**src/rtl/add_inv_arbiter.sv**
```systemverilog
// rtl/add_inv_arbiter.sv - round-robin arbiter feeding a two-stage add-invert-add pipeline
module add_inv_arbiter #(
    parameter int NREQ = 4,
    parameter int IDW  = 2,
    parameter int W    = 8
) (
    input  logic              clk,
    input  logic              rst,
    input  logic [NREQ-1:0]   req_valid,
    input  logic [NREQ*W-1:0] req_a,
    input  logic [NREQ*W-1:0] req_b,
    output logic [NREQ-1:0]   req_ready,
    output logic              rsp_valid,
    input  logic              rsp_ready,
    output logic [IDW-1:0]    rsp_id,
    output logic [W-1:0]      rsp_z,
    output logic              busy,
    output logic [15:0]       ops_done
);

    logic           s1_valid_q, s1_valid_d;
    logic [IDW-1:0] s1_id_q, s1_id_d;
    logic [W-1:0]   s1_a_q, s1_a_d;
    logic [W-1:0]   s1_b_q, s1_b_d;
    logic           rsp_valid_q, rsp_valid_d;
    logic [IDW-1:0] rsp_id_q, rsp_id_d;
    logic [W-1:0]   rsp_z_q, rsp_z_d;
    logic [IDW-1:0] ptr_q, ptr_d;
    logic [15:0]    ops_q, ops_d;

    logic           s2_free, s1_adv, can_accept, rsp_fire;
    logic           hi_found, lo_found, gnt_valid;
    logic [IDW-1:0] hi_id, lo_id, gnt_id;
    logic [W-1:0]   a_sel, b_sel, sum, zi;

    assign s2_free    = !rsp_valid_q || rsp_ready;
    assign s1_adv     = s1_valid_q && s2_free;
    assign can_accept = !s1_valid_q || s1_adv;
    assign rsp_fire   = rsp_valid_q && rsp_ready;

    // Lowest valid index above ptr wins; otherwise wrap to the lowest valid index overall.
    always_comb begin
        hi_found = 1'b0;
        hi_id    = '0;
        lo_found = 1'b0;
        lo_id    = '0;
        for (int i = NREQ - 1; i >= 0; i--) begin
            if (req_valid[i]) begin
                lo_found = 1'b1;
                lo_id    = IDW'(i);
                if (IDW'(i) > ptr_q) begin
                    hi_found = 1'b1;
                    hi_id    = IDW'(i);
                end
            end
        end
    end

    assign gnt_id    = hi_found ? hi_id : lo_id;
    assign gnt_valid = lo_found && can_accept && !rst;

    always_comb begin
        req_ready = '0;
        a_sel     = '0;
        b_sel     = '0;
        for (int i = 0; i < NREQ; i++) begin
            if (gnt_id == IDW'(i)) begin
                req_ready[i] = gnt_valid;
                a_sel        = req_a[i*W +: W];
                b_sel        = req_b[i*W +: W];
            end
        end
    end

    assign sum = s1_a_q + s1_b_q;
    assign zi  = ~sum;

    always_comb begin
        s1_valid_d  = s1_valid_q;
        s1_id_d     = s1_id_q;
        s1_a_d      = s1_a_q;
        s1_b_d      = s1_b_q;
        rsp_valid_d = rsp_valid_q;
        rsp_id_d    = rsp_id_q;
        rsp_z_d     = rsp_z_q;
        ptr_d       = ptr_q;
        ops_d       = ops_q;
        if (gnt_valid) begin
            s1_valid_d = 1'b1;
            s1_id_d    = gnt_id;
            s1_a_d     = a_sel;
            s1_b_d     = b_sel;
            ptr_d      = gnt_id;
        end else if (s1_adv) begin
            s1_valid_d = 1'b0;
        end
        if (s1_adv) begin
            rsp_valid_d = 1'b1;
            rsp_id_d    = s1_id_q;
            rsp_z_d     = s1_a_q + zi;
        end else if (rsp_fire) begin
            rsp_valid_d = 1'b0;
        end
        if (rsp_fire) begin
            ops_d = ops_q + 16'd1;
        end
    end

    always_ff @(posedge clk) begin
        if (rst) begin
            s1_valid_q  <= 1'b0;
            s1_id_q     <= '0;
            s1_a_q      <= '0;
            s1_b_q      <= '0;
            rsp_valid_q <= 1'b0;
            rsp_id_q    <= '0;
            rsp_z_q     <= '0;
            ptr_q       <= IDW'(NREQ - 1);
            ops_q       <= '0;
        end else begin
            s1_valid_q  <= s1_valid_d;
            s1_id_q     <= s1_id_d;
            s1_a_q      <= s1_a_d;
            s1_b_q      <= s1_b_d;
            rsp_valid_q <= rsp_valid_d;
            rsp_id_q    <= rsp_id_d;
            rsp_z_q     <= rsp_z_d;
            ptr_q       <= ptr_d;
            ops_q       <= ops_d;
        end
    end

    assign rsp_valid = rsp_valid_q;
    assign rsp_id    = rsp_id_q;
    assign rsp_z     = rsp_z_q;
    assign busy      = s1_valid_q || rsp_valid_q;
    assign ops_done  = ops_q;

endmodule
```
**config.mk**
```make
export PLATFORM = sky130hd
export DESIGN_NAME = add_inv_arbiter
export DESIGN_NICKNAME = d
export VERILOG_FILES = /design/src/rtl/add_inv_arbiter.sv
export SDC_FILE = /design/constraint.sdc
export NUM_CORES = 1
export LEC_CHECK = 0
export BUFFER_PORTS_ARGS = -buffer_cell sky130_fd_sc_hd__buf_2
export CAP_MARGIN = 25
export CELL_PAD_IN_SITES_DETAIL_PLACEMENT = 0
export CELL_PAD_IN_SITES_GLOBAL_PLACEMENT = 2
export CORE_MARGIN = 8
export CORE_UTILIZATION = 30
export CTS_BUF_LIST = sky130_fd_sc_hd__clkbuf_16
export CTS_CLUSTER_SIZE = 40
export DETAILED_ROUTE_END_ITERATION = 12
export PLACE_DENSITY_LB_ADDON = 0.12
export SLEW_MARGIN = 20
export SYNTH_ARGS = -nofsm -noshare
export SYNTH_HDL_FRONTEND = slang
export SYNTH_SLANG_ARGS = --single-unit
```
**constraint.sdc**
```tcl
create_clock -name clk -period 6.9 [get_ports clk]
set_input_delay 0.345 -clock clk [delete_from_list [all_inputs] [get_ports clk]]
set_output_delay 0.345 -clock clk [all_outputs]
set_load 0.01 [all_outputs]
```
==> results.txt, run 1 <==
The class of the tightest hold or removal check is in2reg. The critical path ends at rsp_z[7]. The H-tree was split into 2 levels. The net count of the finished layout is 565.

Broken down by cell family, the worst path's largest delay share belongs to compound AO/OA/AOI/OAI gates. For the final total negative setup slack, the log shows 0 ns. The number of enable-type register cells in the synthesized netlist is 0, and the final-layout fill cell count is 1100. The run finished with clean final reports. The run gives 37 as the total number of placement rows. Counting cells, the worst reg-to-reg path comes to 13. At the pin with the least slew margin, the transition time is 0.8902 ns. The number of pins with negative max-slew slack in the final report came out at 0.

In the routed design, unresolved DRC markers number 0. For the number of antenna violations at the first check in global routing, the log shows 0. The later pin in the worst-skew pair is clocked with a latency of 0.29 ns. From left edge to right edge, the die measures 118.2 um. Using the TritonRoute via totals, the vias-per-cell ratio works out to 4.987. Before antenna repair, the detailed router went through 4 iterations. Walking the worst path, the cells encountered are ha_1, fa_1, a21o_1, a21oi_1, o21bai_1, a21oi_1, xor2_1, ha_1, a2111oi_0, o211ai_1, nand2_1, o211ai_1, o311ai_1. Overall power consumption after layout is estimated at 0.0008835 W. For the initial core utilization, the log shows 0.3060. For this design, the sink count on the clock tree is 47. The minimum clock period came out at 3.250 ns.

Counting every instance in the synthesized netlist gives 396. The endpoint of the worst-slack reg-to-reg timing path was rsp_z[7]. The run gives 0 as the number of gates given a new drive strength after cts. The share of flip-flops with an asynchronous set or reset was 0; the number of warnings printed during yosys synthesis was 0. The post-synth design cell area is 3131 um^2. The number of buffers and inverters on the critical path is 0.

Entering global routing, the biggest net connects 39 pins. From synthesis to final layout, the design area changed by 22.34%. Routability-driven placement finished with a final weighted congestion of 0.7152. After legalization and detailed placement, the total HPWL measured 7228 um. The startpoint identified for the worst register-to-register timing path is s1_a_q[0]. For the leakage dissipation, the log shows 1.688 nW. The type of element launching the critical path was a register. The number of DRC violations after detailed-routing iteration 0 came out at 163.

The count of final hold-check violations came out at 0. Cell at the root of the clock tree: clkbuf_16. In this run the post-CTS setup repair buffer count came out at 0. The total placed instance area was 3661 um^2. For the data arrival time of the critical path, the log shows 3.45 ns. The run gives 0 as the antenna diode instance count.

For the register-to-register path setup slack, the log shows 3.65 ns. The clock tree skew after final layout was 0.005137 ns; the wire length of the first global-routing pass was 15550 um. Global router's overall resource usage: 0.1331. Tracing the worst setup path back leads to its startpoint at s1_a_q[0]. The clock transition time at the flip-flop clock pins of the worst setup and hold paths is 0.07 ns, and the maximum fanout along the worst path is 6. Placeable core region: 10230 um^2. The via count is 3067, and the total wirelength of the detailed-routed design is 9414 um. The run gives 0.3006 as the sequential fraction of the synthesis area.

The count of cell types in the netlist is 61, and the total of flip-flops plus latches after synthesis is 47. The fraction of final layout cells sized beyond drive strength 1 is 0.2443. The run gives 0 as the count of final setup violators. Pin placement for this block handled 103 I/O pins.

Buffers inserted to repair hold after CTS numbered 0. The count of buffers inserted at the top-level ports came out at 98. In this run the number of cells on the critical path is 13.

The via count of the first global-routing pass is 3109, and the number of buffers added by the clock tree synthesis step is 5. The die covers 13960 um^2. TritonCTS built the clock tree.

In the final routed layout, each cell accounts on average for 15.31 um. The data required time at the worst endpoint was 7.10 ns; the final antenna-violating net count was 0. For this run the aggregate overflow at the end of global routing stands at 0.

Setup repair after global routing left no endpoint under its margin. The number of nets in the synthesized netlist is 483. STA classifies the critical path endpoint as a register.

The average instance in the mapped netlist occupies 7.905 um^2. Among all stages on the critical path, the largest delay is contributed by fa_1. VDD sags by at most 108.6 uV. The kind of critical path is reg2reg. Based on the critical path, the design can be clocked at up to 307.7 MHz.

Summing all non-filler instances in the final layout gives an area of 3830 um^2. The largest incremental delay on the critical path is 0.47 ns. Counting along the longest clock path gives a buffer depth of 2.

Count of maximum capacitance violations: 0. For the worst max-slew margin expressed relative to the limit, the log shows 0.4066. In the synthesized netlist the dominant register cell turns out to be dfxtp_1. From bottom edge to top edge, the die measures 118.2 um. The final cycle utilization of the critical path works out to 0.4710. For this design the ratio of total power to cell area is 230.7 nW/um^2.
[kinds of logic (layout without fill, tap and decap cells)]
| group | after synthesis | count (layout) | synth area share |
|---|---|---|---|
| compound gates | 148 | 148 | 0.3078 |
| simple gates | 125 | 125 | 0.2006 |
| flops | 47 | 47 | 0.3006 |
| buf+inv | 40 | 123 | 0.06435 |
| xor+xnor | 19 | 19 | 0.05316 |
| fa+ha+maj | 16 | 16 | 0.06875 |
| mux | 1 | 1 | 0.004795 |
[worst min path at each step]
stage | depth (start not counted) | start | end | slack [ns]
after global routing | 3 | req_a[0] | s1_a_q[0] | 0.36
after floorplan | 2 | s1_id_q[0] | rsp_id[0] | 0.43
after detailed placement | 2 | rsp_z[3] | rsp_z[3] | 0.44
final | 3 | req_a[5] | s1_a_q[5] | 0.34
after global placement | 2 | rsp_z[3] | rsp_z[3] | 0.44
after CTS | 3 | req_b[14] | s1_b_q[6] | 0.34
[cells in the mapped netlist, drive strengths merged, types with 4 or more instances]
| master | instances | area share |
|---|---|---|
| and3 | 19 | 0.038 |
| nand2 | 30 | 0.036 |
| a22o | 4 | 0.011 |
| nor2b | 4 | 0.0080 |
| ha | 14 | 0.056 |
| buf | 17 | 0.036 |
| xor2 | 9 | 0.025 |
| clkbuf | 8 | 0.010 |
| a21oi | 33 | 0.053 |
| a21o | 4 | 0.0096 |
| inv | 15 | 0.018 |
| o21ai | 45 | 0.072 |
| o21bai | 4 | 0.0096 |
| a211oi | 5 | 0.014 |
| a21boi | 17 | 0.042 |
| a221oi | 10 | 0.030 |
| nand3 | 15 | 0.024 |
| or3 | 5 | 0.010 |
| dfxtp | 47 | 0.30 |
| nor2 | 28 | 0.034 |
| nor3 | 8 | 0.013 |
| a31oi | 7 | 0.014 |
| xnor2 | 10 | 0.028 |
[metrics by stage]
step           setup WS, ns  cells  utilization  hold WS (ns)
6_report              3.650    615       0.3743        0.3446
5_1_grt               3.324    615       0.3743        0.3580
4_1_cts               3.602    615       0.3743        0.3419
3_5_place_dp          3.627    607       0.3578        0.4443
3_3_place_gp          3.677    607       0.3578        0.4373
2_1_floorplan         4.001    396            -        0.4287
[sequential cells by signal, summed over array words and instances (netlist names)]
name,flops
ptr_q,2
rsp_valid,1
rsp_id,2
s1_a_q,7
s1_valid_q,1
s1_id_q,2
s1_b_q,8
rsp_z,8
ops_done,16
[placed cells by master (no fill, tap or decap), types with 2 or more instances in the layout]
master	synthesis	final
a2111oi_0	2	2
a211oi_1	4	4
a21boi_0	15	15
a21o_1	4	4
a21oi_1	33	33
a221oi_1	9	9
a22o_1	4	4
a31oi_1	7	7
and2_1	3	3
and3_1	19	19
and4_1	3	3
buf_2	10	98
buf_4	1	2
clkbuf_16	0	5
dfxtp_1	47	47
fa_1	2	2
ha_1	14	14
inv_1	15	15
nand2_1	30	30
nand3_1	15	15
nand3b_1	2	2
nand4_1	2	2
nor2_1	27	27
nor2b_1	4	4
nor3_1	8	8
o211ai_1	3	3
o21a_1	2	2
o21ai_0	33	33
o21ai_1	12	12
o21bai_1	4	4
or3_1	5	5
xnor2_1	10	10
xor2_1	9	9
[area by class of cell]
type | instances | area (um^2) | area share
clock buffers | 5 | 125.1 | 0.03267
clock inverters | 3 | 43.79 | 0.01143
inverters | 15 | 56.30 | 0.01470
multi-input cells | 309 | 1988 | 0.5191
flip-flops and latches | 47 | 940.9 | 0.2457
well taps | 136 | 170.2 | 0.04443
repair buffers | 100 | 505.5 | 0.1320
[metal layers]
layer	track usage	part of all wire	vias up
met5	0	0	-
met4	0.04163	0.012	0
met3	0.04379	0.063	7
met2	0.2000	0.41	84
met1	0.1762	0.52	1357
li1	-	-	1619
[power by group]
part,switching [W],internal (W),total [W]
logic,0.000158,0.000122,0.000280
clock network,0.000113,0.000171,0.000284
registers,0.0000217,0.000298,0.000320
total,0.000292,0.000592,0.000884
[worst reg2reg max path: cells and delay by family (launching register included)]
| family | cells | cell delay, ns |
|---|---|---|
| fa+ha+maj | 3 | 1.04 |
| compound gates | 8 | 1.51 |
| flops | 1 | 0.33 |
| simple gates | 1 | 0.10 |
| xor+xnor | 1 | 0.17 |
(Power assumes the default switching activity.)
==> run 2: changes to the inputs <==
--- a/config.mk
+++ b/config.mk
@@ -10,7 +10,7 @@
 export CELL_PAD_IN_SITES_DETAIL_PLACEMENT = 0
 export CELL_PAD_IN_SITES_GLOBAL_PLACEMENT = 2
 export CORE_MARGIN = 8
-export CORE_UTILIZATION = 30
+export CORE_UTILIZATION = 28
 export CTS_BUF_LIST = sky130_fd_sc_hd__clkbuf_16
 export CTS_CLUSTER_SIZE = 40
 export DETAILED_ROUTE_END_ITERATION = 12
==> constraint.sdc (replaced) <==
create_clock -name clk -period 3.1 [get_ports clk]
set_input_delay 0.155 -clock clk [delete_from_list [all_inputs] [get_ports clk]]
set_output_delay 0.155 -clock clk [all_outputs]
set_load 0.01 [all_outputs]
==> run 2 against run 1 <==
Effect of this change: non-clock buffer count increased by 4; core utilization decreased by 2.0 points; via count increased by 0.85%; sequential share of layout area decreased by 0.20 points; clock skew increased by 0.00061 ns; sequential cell count unchanged; critical path depth unchanged; critical endpoint unchanged; largest cell class unchanged; largest power group unchanged.
==> results.txt, run 2 (synthesis gave the netlist of run 1 again) <==
During placement, the flow inserted port buffers numbering 98. The critical path goes through ha_1, fa_1, a21o_1, a21oi_1, o21bai_1, a21oi_1, xor2_1, ha_4, a2111oi_2, o211ai_1, nand2_1, o211ai_1, o311ai_1. The worst max-slew margin expressed relative to the limit came out at 0.4457. Post-CTS setup repair buffer count: 0. The run finished with clean final reports.

For the sequential fraction of design power, the log shows 0.377. The via count of the first global-routing pass was 3138. For the clock sink count, the log shows 47. Switching power as a share of total power: 0.3397. The total wirelength of the detailed-routed design is 9464 um, and the die extent in x is 121.7 um. In the final layout, the multi-input gates occupy 2008 um^2. The library cell contributing the largest single delay on the critical path was fa_1.

The library cells used most frequently in the layout, excluding fill and tap cells, are 98 x buf_2, 47 x dfxtp_1, 33 x a21oi_1, 33 x o21ai_0, 30 x nand2_1. The worst hold-check slack came out at 0.1615 ns. The tools report the endpoint class of the critical path as a register.

The final cycle utilization of the critical path was 0.9500. The initial core utilization is 0.2875, and the detail-routed net length per standard cell is 15.19 um. STA classifies the critical path startpoint as a register. The tightest min-delay check is of the in2reg type. The floorplan has 38 rows. Leaving out fill and tap cells, the most frequent cell in the layout is buf_2.

The achievable frequency was 339.6 MHz; the placeable core region was 10890 um^2. Cell internal power was estimated by the tool at 0.001252 W. In the final timing run, aggregate negative setup slack is 0 ns.

For the pin with the worst max-slew slack, the measured transition is 0.8315 ns. The count of nets left with antenna violations once routing finished came out at 0. Setup repair after global routing left no endpoint under its margin. Count of final setup violators: 0. The relative area change from synthesis to final layout was 23.34%; the maximum VDD drop was 258.1 uV. Pin placement for this block handled 103 I/O pins.

STA puts the critical path data required time at 3.29 ns. After filler insertion, the fill cell instance count of the layout stands at 1184. The number of detailed-routing iterations run before antenna repair was 4; the combinational fraction of design power was 0.343. The number of antenna diodes in the final layout is 0. The global router's overall resource usage was 0.1287. Number of flip-flops under the largest register name: 16.

The count of maximum capacitance violations is 0. Data arrives at the worst endpoint at 3.14 ns. Cell at the root of the clock tree: clkbuf_16. The number of cells on the worst reg-to-reg path is 13.

TritonCTS built the clock tree. The tools report the leakage dissipation as 1.691 nW. Fraction of final layout cells sized beyond drive strength 1: 0.2547. For this design, the CTS-stage hold fixing added 0 buffers. In this run the number of cells on the critical path is 13.

For the aggregate global routing overflow, the log shows 0. The tools report the fraction of the core area covered by cells at the end of the flow as 0.3546. After detailed routing, the number of remaining DRC violations is 0. The tools report the number of buffers added by the clock tree synthesis step as 5. For the area occupied by registers, the log shows 940.9 um^2. Cell family with the largest share of critical-path delay: compound AO/OA/AOI/OAI gates. The final weighted congestion of routability-driven global placement came out at 0.7915. For the number of antenna violations at the first check in global routing, the log shows 0. The count of H-tree levels built during CTS was 2; the number of nets in the layout was 569. At the later pin of the worst-skew pair, clock insertion delay measures 0.28 ns. The pin count of the biggest net entering global routing came out at 37.

Between clock sinks in the finished design, the worst skew comes to 0.005749 ns. Counting both buffers and inverters, the worst setup path holds a total of 0. The cell depth of the worst hold path was 3.

For this block, the initial DRC count from the detailed router was 159. The clock transition time at the flip-flop clock pins of the worst setup and hold paths works out to 0.07 ns. The overall die area came out at 14820 um^2. In this run the worst path has a maximum fanout of 6.

The floorplan die height was 121.7 um. Summed over all nets, the switching power comes to 0.0006441 W. The worst path in the final design needs a cycle of 2.945 ns, including I/O delays and setup. The count of final hold-check violations was 0; the number of buffers on the longest clock path was 2. Kind of critical path: reg2reg.

The via count was 3093. The first global-routing pass estimated 15670 um of wire. The cell area power density is 491.1 nW/um^2. The HPWL after detailed placement is 7599 um, and the via-per-instance ratio is 4.965. The largest incremental delay on the critical path came out at 0.39 ns. The logs give 0.280 for the clock network fraction of design power and 0 for the number of pins with negative max-slew slack in the final report.
==> run 2: repair_timing <==
item	CTS	global route
pin swaps	0	3
resized for setup	1	4
endpoints found under the setup margin	1	1
==> run 2: through the flow <==
stage	total power (W)	setup WS, ns	cells	area (um^2)
final	0.001896	0.1550	623	3861
after global routing	0.002033	0.001398	623	3861
after CTS	0.001905	0.04027	623	3842
after detailed placement	0.001360	0.04576	615	3696
after global placement	0.001358	0.1664	615	3696
after floorplan	0.001179	0.2012	396	3131
==> run 2: power by group through the flow <==
stage                     Combinational [W]  Sequential, W  Clock (W)
after global placement             0.000632       0.000726          0
final                              0.000651       0.000714   0.000531
after floorplan                    0.000457       0.000723          0
after CTS                          0.000638       0.000714   0.000553
after detailed placement           0.000633       0.000727          0
after global routing               0.000730       0.000723   0.000579
==> run 2: final cells by class <==
class | count | share of cell area
inverters | 15 | 0.01458
repair buffers | 104 | 0.1387
multi-input cells | 309 | 0.5201
flip-flops and latches | 47 | 0.2437
well taps | 140 | 0.04537
clock inverters | 3 | 0.005185
clock buffers | 5 | 0.03240
==> run 2: worst register-to-register path: cells and delay by family, from the launching register on <==
kind | cells | cell delay [ns]
AOI/OAI and AO/OA | 8 | 1.30
xor gates and xnor gates | 1 | 0.24
and+or+nand+nor | 1 | 0.09
DFF | 1 | 0.33
adders and majority gates | 3 | 0.88
==> run 2: path summary, 6_finish.rpt <==
kind         startpoint   endpoint  slack, ns
min           req_a[12]  s1_a_q[4]       0.16
max           s1_a_q[0]   rsp_z[7]       0.15
max reg2reg   s1_a_q[0]   rsp_z[7]       0.15
min reg2reg    rsp_z[3]   rsp_z[3]       0.45
==> run 2: routing by layer <==
| metal | global-route usage | routed length, um | vias up |
|---|---|---|---|
| met5 | 0 | 0 | - |
| met4 | 0.03007 | 76 | 0 |
| met3 | 0.04535 | 721 | 4 |
| met2 | 0.1948 | 3910 | 79 |
| met1 | 0.1714 | 4756 | 1391 |
| li1 | - | - | 1619 |
==> run 3: changes to the inputs <==
--- a/config.mk
+++ b/config.mk
@@ -14,7 +14,7 @@
 export CTS_BUF_LIST = sky130_fd_sc_hd__clkbuf_16
 export CTS_CLUSTER_SIZE = 40
 export DETAILED_ROUTE_END_ITERATION = 12
-export PLACE_DENSITY_LB_ADDON = 0.12
+export PLACE_DENSITY_LB_ADDON = 0.1
 export SLEW_MARGIN = 20
 export SYNTH_ARGS = -nofsm -noshare
 export SYNTH_HDL_FRONTEND = slang
==> run 3 against run 2 <==
Effect of this change: critical path depth is the same; critical endpoint unchanged; sequential power is essentially flat; global-route usage grew 0.10 points; combinational power grew 2%; power grew 0.99%; via count grew 0.36%; clock skew shrank 0.0015 ns; hold slack lost 0.0075 ns; non-clock buffer count shrank 1; die area is the same; sequential cell count is the same; largest cell class unchanged.
==> results.txt, run 3 (synthesis gave the netlist of run 1 again) <==
The clock network fraction of design power is 0.281. The tightest hold path in the finished design has a slack of 0.1540 ns. The most numerous cell type found on the critical path is o211ai_1. For flop-to-flop paths, the worst setup slack is 0.21 ns.

Once layout is done, the placed cells without fillers occupy 3865 um^2. The wire-length estimate of the detail-placed layout is 7565 um. Library cell contributing the largest single delay on the critical path: fa_1. The final weighted congestion of routability-driven global placement is 0.7916, and the remaining routing DRC violations is 0. Switching power as a share of total power: 0.3440. The logs give 4082 um for the met2 layer wire length in the routed design and 568 for the number of nets in the layout. Via count of the first global-routing pass: 3057.

The most common library cell in the layout ignoring fill and taps was buf_2. The largest single stage delay on the critical path is 0.38 ns. Final antenna-violating net count: 0.

At the pin with the least slew margin, the transition time is 0.8542 ns. At the worst endpoint, the arrival time is 3.09 ns. The register with the most flip-flops in the layout has 16 of them.

The overall die area is 14820 um^2, and the maximum VDD drop is 205.0 uV. The type of element launching the critical path was a register. The count of placed standard cells including taps was 614.

Row generation in the floorplan step produced 38 rows. The endpoint class of the critical path was a register. The worst hold path terminates at s1_b_q[6]. Summed over all cells, the static leakage comes to 1.686 nW. The run gives 622 as the number of cells in the finished layout apart from fillers.

The min-delay analysis places its worst path in the category in2reg. Before antenna repair, the detailed router went through 6 iterations. The flow ran to the end, and the final reports show no timing, DRC or antenna violations.

In the final routed layout, each cell accounts on average for 15.66 um. The top cell types in the final layout, fill and taps aside, are 98 x buf_2, 47 x dfxtp_1, 33 x o21ai_0. In this run the cell area measured after placement is 3689 um^2. Via count: 3104.

The logs give 3.29 ns for the data required time at the worst endpoint and 0 for the number of pins with negative max-slew slack in the final report. Traced cell by cell, the critical path runs through ha_2, fa_1, a21o_1, a21oi_2, o21bai_1, a21oi_1, xor2_1, ha_4, a2111oi_2, o211ai_1, nand2_1, o211ai_1, o311ai_1. Number of antenna violations at the first check in global routing: 0. The relative area change from synthesis to final layout works out to 23.46%.

The tools report the count of H-tree levels built during CTS as 2. Global routing finished with a remaining overflow of 0. Power spread over the standard cell area amounts to 495.5 nW/um^2. The die is 121.7 um tall. The first global-routing pass estimated 15630 um of wire. The wire length on met3 is 600 um, and the count of buffer and inverter cells on the critical path is 0.

The total power draw is 0.001915 W. The fraction of final layout cells sized beyond drive strength 1 was 0.2573. During placement, the flow inserted port buffers numbering 98.

The cell family with the largest share of critical-path delay was compound AO/OA/AOI/OAI gates. In this run the worst path has a maximum fanout of 6. Along the worst hold path, the cell count comes to 3.

The initial core utilization was 0.2875. Setup violations remaining at the end of the flow were counted as 0. In this run the deepest clock path goes through 2 buffers.

In this run the critical register-to-register path is captured at rsp_z[7]. The number of buffers added by the clock tree synthesis step was 5; the count of final hold-check violations was 0. Across the run, the number of max-cap violations was 0. Highest routed metal layer: met4. The final cycle utilization of the critical path is 0.9336. The detailed router put a total of 4992 um of wire on met1. Sequential fraction of design power: 0.372. The tools report the combinational fraction of design power as 0.347.

The critical path is of the reg2reg type. The cell count of the worst reg-to-reg path was 13. The cell at the root of the clock tree is clkbuf_16. Pin placement for this block handled 103 I/O pins.

At the later pin of the worst-skew pair, clock insertion delay measures 0.28 ns. After clock tree synthesis, the clock-pin slew on the worst setup and hold paths is 0.07 ns. The tools report the antenna diode instance count as 0. The pin count of the biggest net entering global routing was 37; the clock sink count was 47.

The core region is 10890 um^2. Buffers inserted to repair hold after CTS numbered 0. The clock arrives with 0.004255 ns of skew.

The global router's overall resource usage came out at 0.1297. The routed design has 9741 um of wire. Derived from the worst setup path, the maximum achievable clock frequency is 345.5 MHz. Dividing the detail-routed via count by the number of cells gives 4.990. TritonCTS built the clock tree. After the first detailed-routing iteration, the DRC count stood at 132. The worst max-slew margin expressed relative to the limit came out at 0.4306.

The internal power of the cells totals 0.001256 W. The worst register-to-register path begins at s1_a_q[0]. The minimum clock period was 2.894 ns; the net switching power was 0.0006587 W.

From left edge to right edge, the die measures 121.7 um. The tools report the worst min-delay path startpoint as req_b[14].
==> run 3: cell count changes in the layout (fill, tap and decap cells not counted), sizes merged <==
cell	previous run	this run
buf	104	103
clkinv	1	2
clkinvlp	2	1
==> run 3: cell type report <==
class	instances	area, um^2
Clock buffer	5	125.1
Clock inverter	3	20.02
Fill cell	1174	7023
Inverter	15	56.30
Multi-Input combinational cell	309	2019
Sequential cell	47	940.9
Tap cell	140	175.2
Timing Repair Buffer	103	528.0
==> run 3: how the worst max path moves through the flow <==
stage,from,to,slack [ns],cells past startpoint
floorplan,s1_a_q[0],rsp_z[7],0.20,13
global placement,s1_a_q[0],rsp_z[7],0.12,13
detailed placement,s1_a_q[0],rsp_z[7],0.05,13
CTS,s1_a_q[0],rsp_z[7],0.02,13
global route,s1_a_q[0],rsp_z[7],-0.008,13
finish,s1_a_q[0],rsp_z[7],0.21,13
==> run 3: worst reg2reg max path, cell delays in order, from the launching register on <==
cell and delay [ns]:
dfxtp_1 0.33, ha_2 0.22, fa_1 0.38, a21o_1 0.18, a21oi_2 0.15, o21bai_1 0.07
a21oi_1 0.17, xor2_1 0.26, ha_4 0.27, a2111oi_2 0.35, o211ai_1 0.16, nand2_1 0.09
o211ai_1 0.08, o311ai_1 0.08
==> run 3: timing repair <==
action | in CTS | in global routing
resized for setup | 0 | 8
endpoints found under the setup margin | 0 | 1
setup buffers | 0 | 0
==> run 3: layer usage <==
layer,vias up,global-route usage
met1,1391,0.1775
met4,0,0.03007
li1,1628,-
met2,81,0.1968
met3,4,0.03702
met5,-,0
==> run 3: power groups by stage <==
stage	Clock, W	Sequential (W)	Combinational [W]
global placement	0	0.000725	0.000635
detailed placement	0	0.000726	0.000637
floorplan	0	0.000723	0.000457
CTS	0.000558	0.000712	0.000641
finish	0.000538	0.000713	0.000664
global route	0.000577	0.000722	0.000748
==> run 3: through the flow <==
step | setup TNS [ns] | utilization | worst slack [ns]
3_3_place_gp | 0 | 0.3388 | 0.1228
3_5_place_dp | 0 | 0.3388 | 0.04763
5_1_grt | -0.008467 | 0.3550 | -0.008467
4_1_cts | 0 | 0.3521 | 0.02435
2_1_floorplan | 0 | - | 0.2012
6_report | 0 | 0.3550 | 0.2058
